## src/rtl/flag_cond_unit_pkg.sv

```systemverilog
// Shared types for the flag/condition unit: condition codes, flag bit
// positions and the branch-resolution FSM encoding.
package flag_cond_unit_pkg;

  typedef enum logic [2:0] {
    COND_NE = 3'd0,
    COND_EQ = 3'd1,
    COND_GT = 3'd2,
    COND_LT = 3'd3,
    COND_GE = 3'd4,
    COND_LE = 3'd5,
    COND_OV = 3'd6,
    COND_UN = 3'd7
  } cond_t;

  localparam int FLAG_Z = 2;
  localparam int FLAG_N = 1;
  localparam int FLAG_V = 0;

  typedef enum logic [1:0] {
    ST_IDLE    = 2'd0,
    ST_WAIT    = 2'd1,
    ST_RESOLVE = 2'd2
  } fsm_t;

endpackage

```

## src/rtl/flag_cond_unit_cond_eval.sv

```systemverilog
// Combinational condition evaluator: {Z,N,V} flags + condition code -> taken.
// Also reused by the ALU-side compare logic.
module cond_eval
  import flag_cond_unit_pkg::*;
(
  input  logic [2:0] flags,
  input  logic [2:0] cond,
  output logic       taken
);

  logic z, n, v;

  assign z = flags[FLAG_Z];
  assign n = flags[FLAG_N];
  assign v = flags[FLAG_V];

  always_comb begin
    taken = 1'b0;
    case (cond_t'(cond))
      COND_NE: taken = ~z;
      COND_EQ: taken = z;
      COND_GT: taken = ~z & ~n;
      COND_LT: taken = n;
      COND_GE: taken = z | (~z & ~n);
      COND_LE: taken = n | z;
      COND_OV: taken = v;
      COND_UN: taken = 1'b1;
      default: taken = 1'b0;
    endcase
  end

endmodule

```

## src/rtl/flag_cond_unit.sv

```systemverilog
// Architectural Z/N/V flag register, outstanding flag-writer tracking and
// branch condition resolution. Define FLAG_FWD_EN to let a branch resolve
// directly against the last writer's flags in the cycle that writer retires.
module flag_cond_unit
  import flag_cond_unit_pkg::*;
#(
  parameter int PEND_W = 2
) (
  input  logic       clk,
  input  logic       rst,
  input  logic       fw_issue,
  output logic       issue_ready,
  input  logic       alu_valid,
  input  logic       alu_zr,
  input  logic       alu_neg,
  input  logic       alu_ov,
  input  logic [2:0] flag_we,
  input  logic       br_valid,
  input  logic [2:0] br_cond,
  output logic       br_ready,
  output logic       br_done,
  output logic       br_taken,
  output logic [2:0] flags
);

  localparam logic [PEND_W-1:0] PEND_MAX = '1;
  localparam logic [PEND_W-1:0] PEND_ONE = PEND_W'(1);

  logic [2:0]        flags_q, flags_d;
  logic [PEND_W-1:0] pend_q, pend_d;
  fsm_t              state_q;
  logic [2:0]        cond_q;
  logic              done_q, taken_q;
  logic              iss_acc, retire, fwd_hit, taken_d;
  logic [2:0]        cond_sel;

  always_comb begin
    flags_d = flags_q;
    if (alu_valid) begin
      if (flag_we[FLAG_Z]) flags_d[FLAG_Z] = alu_zr;
      if (flag_we[FLAG_N]) flags_d[FLAG_N] = alu_neg;
      if (flag_we[FLAG_V]) flags_d[FLAG_V] = alu_ov;
    end
  end

  assign issue_ready = (pend_q != PEND_MAX);
  assign iss_acc     = fw_issue & issue_ready;
  // A writeback with nothing outstanding still updates flags but never underflows.
  assign retire      = alu_valid & (pend_q != '0);

  always_comb begin
    pend_d = pend_q;
    if (iss_acc & ~retire)      pend_d = pend_q + PEND_ONE;
    else if (retire & ~iss_acc) pend_d = pend_q - PEND_ONE;
  end

  always_ff @(posedge clk or posedge rst) begin
    if (rst) begin
      flags_q <= 3'b000;
      pend_q  <= '0;
    end else begin
      flags_q <= flags_d;
      pend_q  <= pend_d;
    end
  end

  // Evaluate against next-cycle flags so br_taken matches the flags visible during RESOLVE.
  assign cond_sel = (state_q == ST_IDLE) ? br_cond : cond_q;

  cond_eval u_cond_eval (
    .flags (flags_d),
    .cond  (cond_sel),
    .taken (taken_d)
  );

`ifdef FLAG_FWD_EN
  assign fwd_hit = alu_valid & (pend_q == PEND_ONE);
`else
  assign fwd_hit = 1'b0;
`endif

  always_ff @(posedge clk or posedge rst) begin
    if (rst) begin
      state_q <= ST_IDLE;
      cond_q  <= 3'b000;
      done_q  <= 1'b0;
      taken_q <= 1'b0;
    end else begin
      done_q  <= 1'b0;
      taken_q <= 1'b0;
      case (state_q)
        ST_IDLE: begin
          if (br_valid) begin
            cond_q <= br_cond;
            // Pending count before this cycle's issue: a same-cycle issue is younger.
            if ((pend_q == '0) || fwd_hit) begin
              state_q <= ST_RESOLVE;
              done_q  <= 1'b1;
              taken_q <= taken_d;
            end else begin
              state_q <= ST_WAIT;
            end
          end
        end
        ST_WAIT: begin
          if (pend_d == '0) begin
            state_q <= ST_RESOLVE;
            done_q  <= 1'b1;
            taken_q <= taken_d;
          end
        end
        default: state_q <= ST_IDLE;
      endcase
    end
  end

  assign br_ready = (state_q == ST_IDLE);
  assign br_done  = done_q;
  assign br_taken = taken_q;
  assign flags    = flags_q;

endmodule

```

## config.mk

```make
export PLATFORM = sky130hd
export DESIGN_NAME = flag_cond_unit
export DESIGN_NICKNAME = d
export VERILOG_FILES = /design/src/rtl/flag_cond_unit_pkg.sv /design/src/rtl/flag_cond_unit_cond_eval.sv /design/src/rtl/flag_cond_unit.sv
export SDC_FILE = /design/constraint.sdc
export NUM_CORES = 1
export LEC_CHECK = 0
export ABC_AREA = 0
export BUFFER_PORTS_ARGS = -buffer_cell sky130_fd_sc_hd__buf_2
export CORE_MARGIN = 2
export CORE_UTILIZATION = 52
export CTS_CLUSTER_SIZE = 20
export DETAILED_ROUTE_END_ITERATION = 12
export PLACE_DENSITY = 0.8
export REMOVE_ABC_BUFFERS = 1
export SKIP_CTS_REPAIR_TIMING = 1
export SYNTH_ARGS = -nofsm -noshare
export SYNTH_HDL_FRONTEND = slang
export SYNTH_SLANG_ARGS = --single-unit
```

## constraint.sdc

```tcl
create_clock -name clk -period 4.8 [get_ports clk]
set_input_delay 0.96 -clock clk [delete_from_list [all_inputs] [get_ports clk]]
set_output_delay 0.96 -clock clk [all_outputs]
set_load 0.01 [all_outputs]
```

Yosys cells after proc, flatten, opt, wreduce, memory -nomap -nowiden
Index checks and enable logic that the tools add are counted.

Register bits: 12. Output and inout port bits: 7.

Add/subtract/negate cells: 2. Equality and inequality tests: 11. Muxes and demuxes: 20. Bitwise operators: 11. Reduce and logical (&&, ||, !) cells: 7.

Operators by type and width (count): 3-bit == test, second input constant (4); 2-bit two-way mux (5); 1-bit two-way mux (9); 1-bit case mux with 8 select lines (1); 3-bit by 2-bit == test with 1-bit output, second input constant (2); 2-bit logical NOT (3); 3-bit two-way mux (2); 2-bit inequality test, second input constant (3); 1-bit bitwise AND (5); 1-bit NOT (4); 1-bit case mux with 2 select lines (2); 2-bit case mux with 2 select lines (1); 2-bit AND reduction (2); 3-bit by 1-bit == test with 1-bit output, second input constant (1); 3-bit logical NOT (1); 2-bit by 1-bit adder with 2-bit output, second input constant (1); 2-bit by 1-bit == test with 1-bit output, second input constant (1); 1-bit bitwise OR (2); 2-bit nonzero test (1); 2-bit by 1-bit subtractor with 2-bit output, second input constant (1).

Logic depth before layout (Yosys ltp)
Depth in word-level cells: 9. Gate-level depth with buffers: 7. Depth with buffers taken out: 7.

Modules after synthesis
Synthesis repeated with hierarchy kept, for this count alone.

Cell total of the unflattened synthesis: 68. Area, all modules: 714.4 um^2.

By module, submodules not included: flag_cond_unit (times used 1, cells each 57, area each 638.1 um^2, sequential area each 300.3 um^2); cond_eval (times used 1, cells each 11, area each 76.3 um^2, sequential area each 0.0 um^2).

Worst setup path after synthesis
OpenSTA, ideal clock, no wires.

Path type: in2reg. Start point: input port fw_issue. End point: register taken_q (netlist: br_taken). Arrival: 1887 ps. Path slack: 2846 ps. Stages: 5. Path buffers: 0. Cell sequence: nor2b_4 > xnor2_1 > o31a_1 > a211oi_2 > and3_1.

Longest elaborated chain between the ends: 8. Elaborated cells on any way between the ends: 9.

RTL lines: start, declared (line flag_cond_unit.sv:11) `input logic fw_issue,`; 1-bit bitwise AND * (line flag_cond_unit.sv:47) `assign iss_acc = fw_issue & issue_ready;`; 1-bit NOT (line flag_cond_unit.sv:54) `else if (retire & ~iss_acc) pend_d = pend_q - PEND_ONE;`; 1-bit bitwise AND (line flag_cond_unit.sv:54); 2-bit two-way mux (line flag_cond_unit.sv:54); 2-bit two-way mux * (line flag_cond_unit.sv:53) `if (iss_acc & ~retire) pend_d = pend_q + PEND_ONE;`; 2-bit logical NOT * (line flag_cond_unit.sv:106) `if (pend_d == '0) begin`; 1-bit two-way mux * (line flag_cond_unit.sv:106); 1-bit case mux with 2 select lines * (line flag_cond_unit.sv:91) `case (state_q)`; end signal, assigned (line flag_cond_unit.sv:99) `taken_q <= taken_d;`; end signal, assigned (line flag_cond_unit.sv:109) `taken_q <= taken_d;`; end, declared (line flag_cond_unit.sv:33) `logic done_q, taken_q;`.

Mark *: on every way between the ends. The rest lies on a longest branch, timed or not. A chain may end at the register's enable or synchronous reset.

Worst setup path in the final report
Start point: register state_q[1]. End point: output port br_ready.

Longest elaborated chain between the ends: 1.

RTL lines: start, declared (line flag_cond_unit.sv:31) `fsm_t state_q;`; start signal, assigned (line flag_cond_unit.sv:84) `state_q <= ST_IDLE;`; start signal, assigned (line flag_cond_unit.sv:97) `state_q <= ST_RESOLVE;`; start signal, assigned (line flag_cond_unit.sv:101) `state_q <= ST_WAIT;`; 2-bit logical NOT (line flag_cond_unit.sv:117) `assign br_ready = (state_q == ST_IDLE);`; end, declared (line flag_cond_unit.sv:20) `output logic br_ready,`.

No other way between the ends.

==> qor.csv <==
metric;value;unit
tns;0;ps
vias;584;
slew-limit-headroom;0.7125;
cts_made_buffers;3;
area_delta_synth_final;19.86;%
firstDrtPassIters;4;
dp_hpwl;1074;um
p_leak;0.4224;nW
syn_area;711.9;um^2
cp.arrival;1150;ps
wl_per_cell;12.58;um
cts.clk_slew.worst_paths;70;ps
vdd_drop_max;0.0003661;V
clkLatencyLatePin;260;ps
final_common_cell;buf_2;
finClkSkew;8.605;ps
hold_end;flags[0];
setup_ws;2685;ps
ff2ff_setup_slack;2890;ps
first_iter_violations;11;
track_usage;0.1826;
via_per_inst;5.615;
netlist_instances;66;
synth.avg_cell_area;10.79;um^2
cts.sinks;12;
numPortBuffers;20;
cts_root_buf;clkbuf_4;
synth-seq-area-share;0.4218;
cts_tree;yes;
worstRegToRegCells;7;
placed_cell_area;830.8;um^2
core_area;1285;um^2
first_global_vias;475;
final_core_util;0.6641;
setup_viol;0;
status;completed;
holdWs;520.2;ps
yosysWarnings;0;
hold_viol_final;0;
die-area;1681;um^2
whs_path_depth;1;
grt_max_degree;13;
synth.distinct_cells;34;
timing.final.crit_period;2115;ps
final_nets;107;
critical_path.max_fanout;8;
period_share;0.4406;
gp_congestion;0.7378;
critPathMaxStageDelay;470;ps
start_kind;flop;
grt_pass1_wl;1904;um
num_antenna_cells;0;
cts_buffer_depth;2;
io_pins;21;
maxCapViolCount;0;
r2r_end;br_taken;
finish.instance_area;853.3;um^2
crit_required;3840;ps
hold_start;flags[0];
max_slew.worst_pin.slew;430.8;ps
pwr_density_cell;585.9;nW/um^2
antenna_found_initial;0;
ys.flop_type;dfrtp_1;
rsz0062_at_grt;no;
htreeDepth;1;
ys_ff_latch;12;
routed_wl;1308;um
slew_viol_final;0;
slowest_stage;dfrtp_1;
die_h;41;um
async_flop_share;1.000;
endpoint_kind;output pin;
critPathKind;flop to output pin;
fp.dieW;41;um
path_cells;nor2_4 > buf_2;
layout_common_cells;buf_2 (20), dfrtp_1 (12), nor2_1 (5), inv_1 (5), mux2_2 (4);
gr-total-overflow;0;
drive_gt1_frac;0.3933;
num_rows;13;
initial_core_util;0.5540;
route.detailed.drc;0;
hp-class;flop to flop;
dp_worst_setup_slack;2615;ps
ant_nets;0;
reg2reg_from;pend_q[0];
fmax;0.4729;GHz
synth_edf_count;0;
-- cell usage after synthesis, types with 2 or more instances --
| library cell | n | area (um^2) |
|---|---|---|
| dfrtp_1 | 12 | 300.3 |
| inv_1 | 5 | 18.77 |
| and3_1 | 3 | 18.77 |
| ha_1 | 2 | 25.02 |
| mux2_2 | 4 | 45.04 |
| nand2_1 | 3 | 11.26 |
| xnor2_1 | 2 | 17.52 |
| a21oi_1 | 2 | 10.01 |
| nor2_1 | 5 | 18.77 |
| mux2i_1 | 3 | 30.03 |
| a22oi_1 | 2 | 15.01 |
-- logic make-up after synthesis --
group / count (synthesis) / share of synthesized area
compound gates: 19 / 0.2197
xor+xnor: 2 / 0.02461
fa+ha+maj: 2 / 0.03514
buf+inv: 5 / 0.02636
flops: 12 / 0.4218
mux: 7 / 0.1054
simple gates: 19 / 0.1670
-- registers in the layout (all words and copies together), names as in the netlist --
signal / count
br_taken: 1
state_q: 2
br_done: 1
flags: 3
cond_q: 3
pend_q: 2
-- critical path, delay by kind of cell, from the launching register on --
kind | cells | cell delay (ps)
buffers and inverters | 1 | 170
and+or+nand+nor | 1 | 250
DFF | 1 | 470
-- layer usage --
layer,wire [um],up-vias,global-route usage
met4,0,0,0.05000
met2,582,21,0.2891
met5,0,-,0
met3,102,0,0.08152
met1,623,267,0.2226
li1,-,296,-
-- report_power, final --
group | switching (mW) | internal [mW] | leakage [nW]
Sequential | 0.0362 | 0.140 | 0.146
Combinational | 0.138 | 0.130 | 0.262
Clock | 0.0272 | 0.0288 | 0.0138
-- stage by stage --
step	total power [mW]	cells
floorplan	0.3821	66
global placement	0.4364	101
detailed placement	0.4448	101
CTS	0.5036	104
global route	0.5460	104
finish	0.4999	104
-- final cells by class --
class	count	area (um^2)
fillers	103	431.7
clock buffers	3	22.52
inverters	5	18.77
flip-flops and latches	12	300.3
multi-input cells	49	392.9
well taps	15	18.77
repair buffers	20	100.1
-- worst max-delay path by stage --
stage | from | end
floorplan | fw_issue | br_taken
global placement | alu_valid | br_taken
detailed placement | alu_valid | br_taken
CTS | state_q[1] | br_ready
global route | state_q[1] | br_ready
finish | state_q[1] | br_ready
Power figures use the tool's default switching activity.
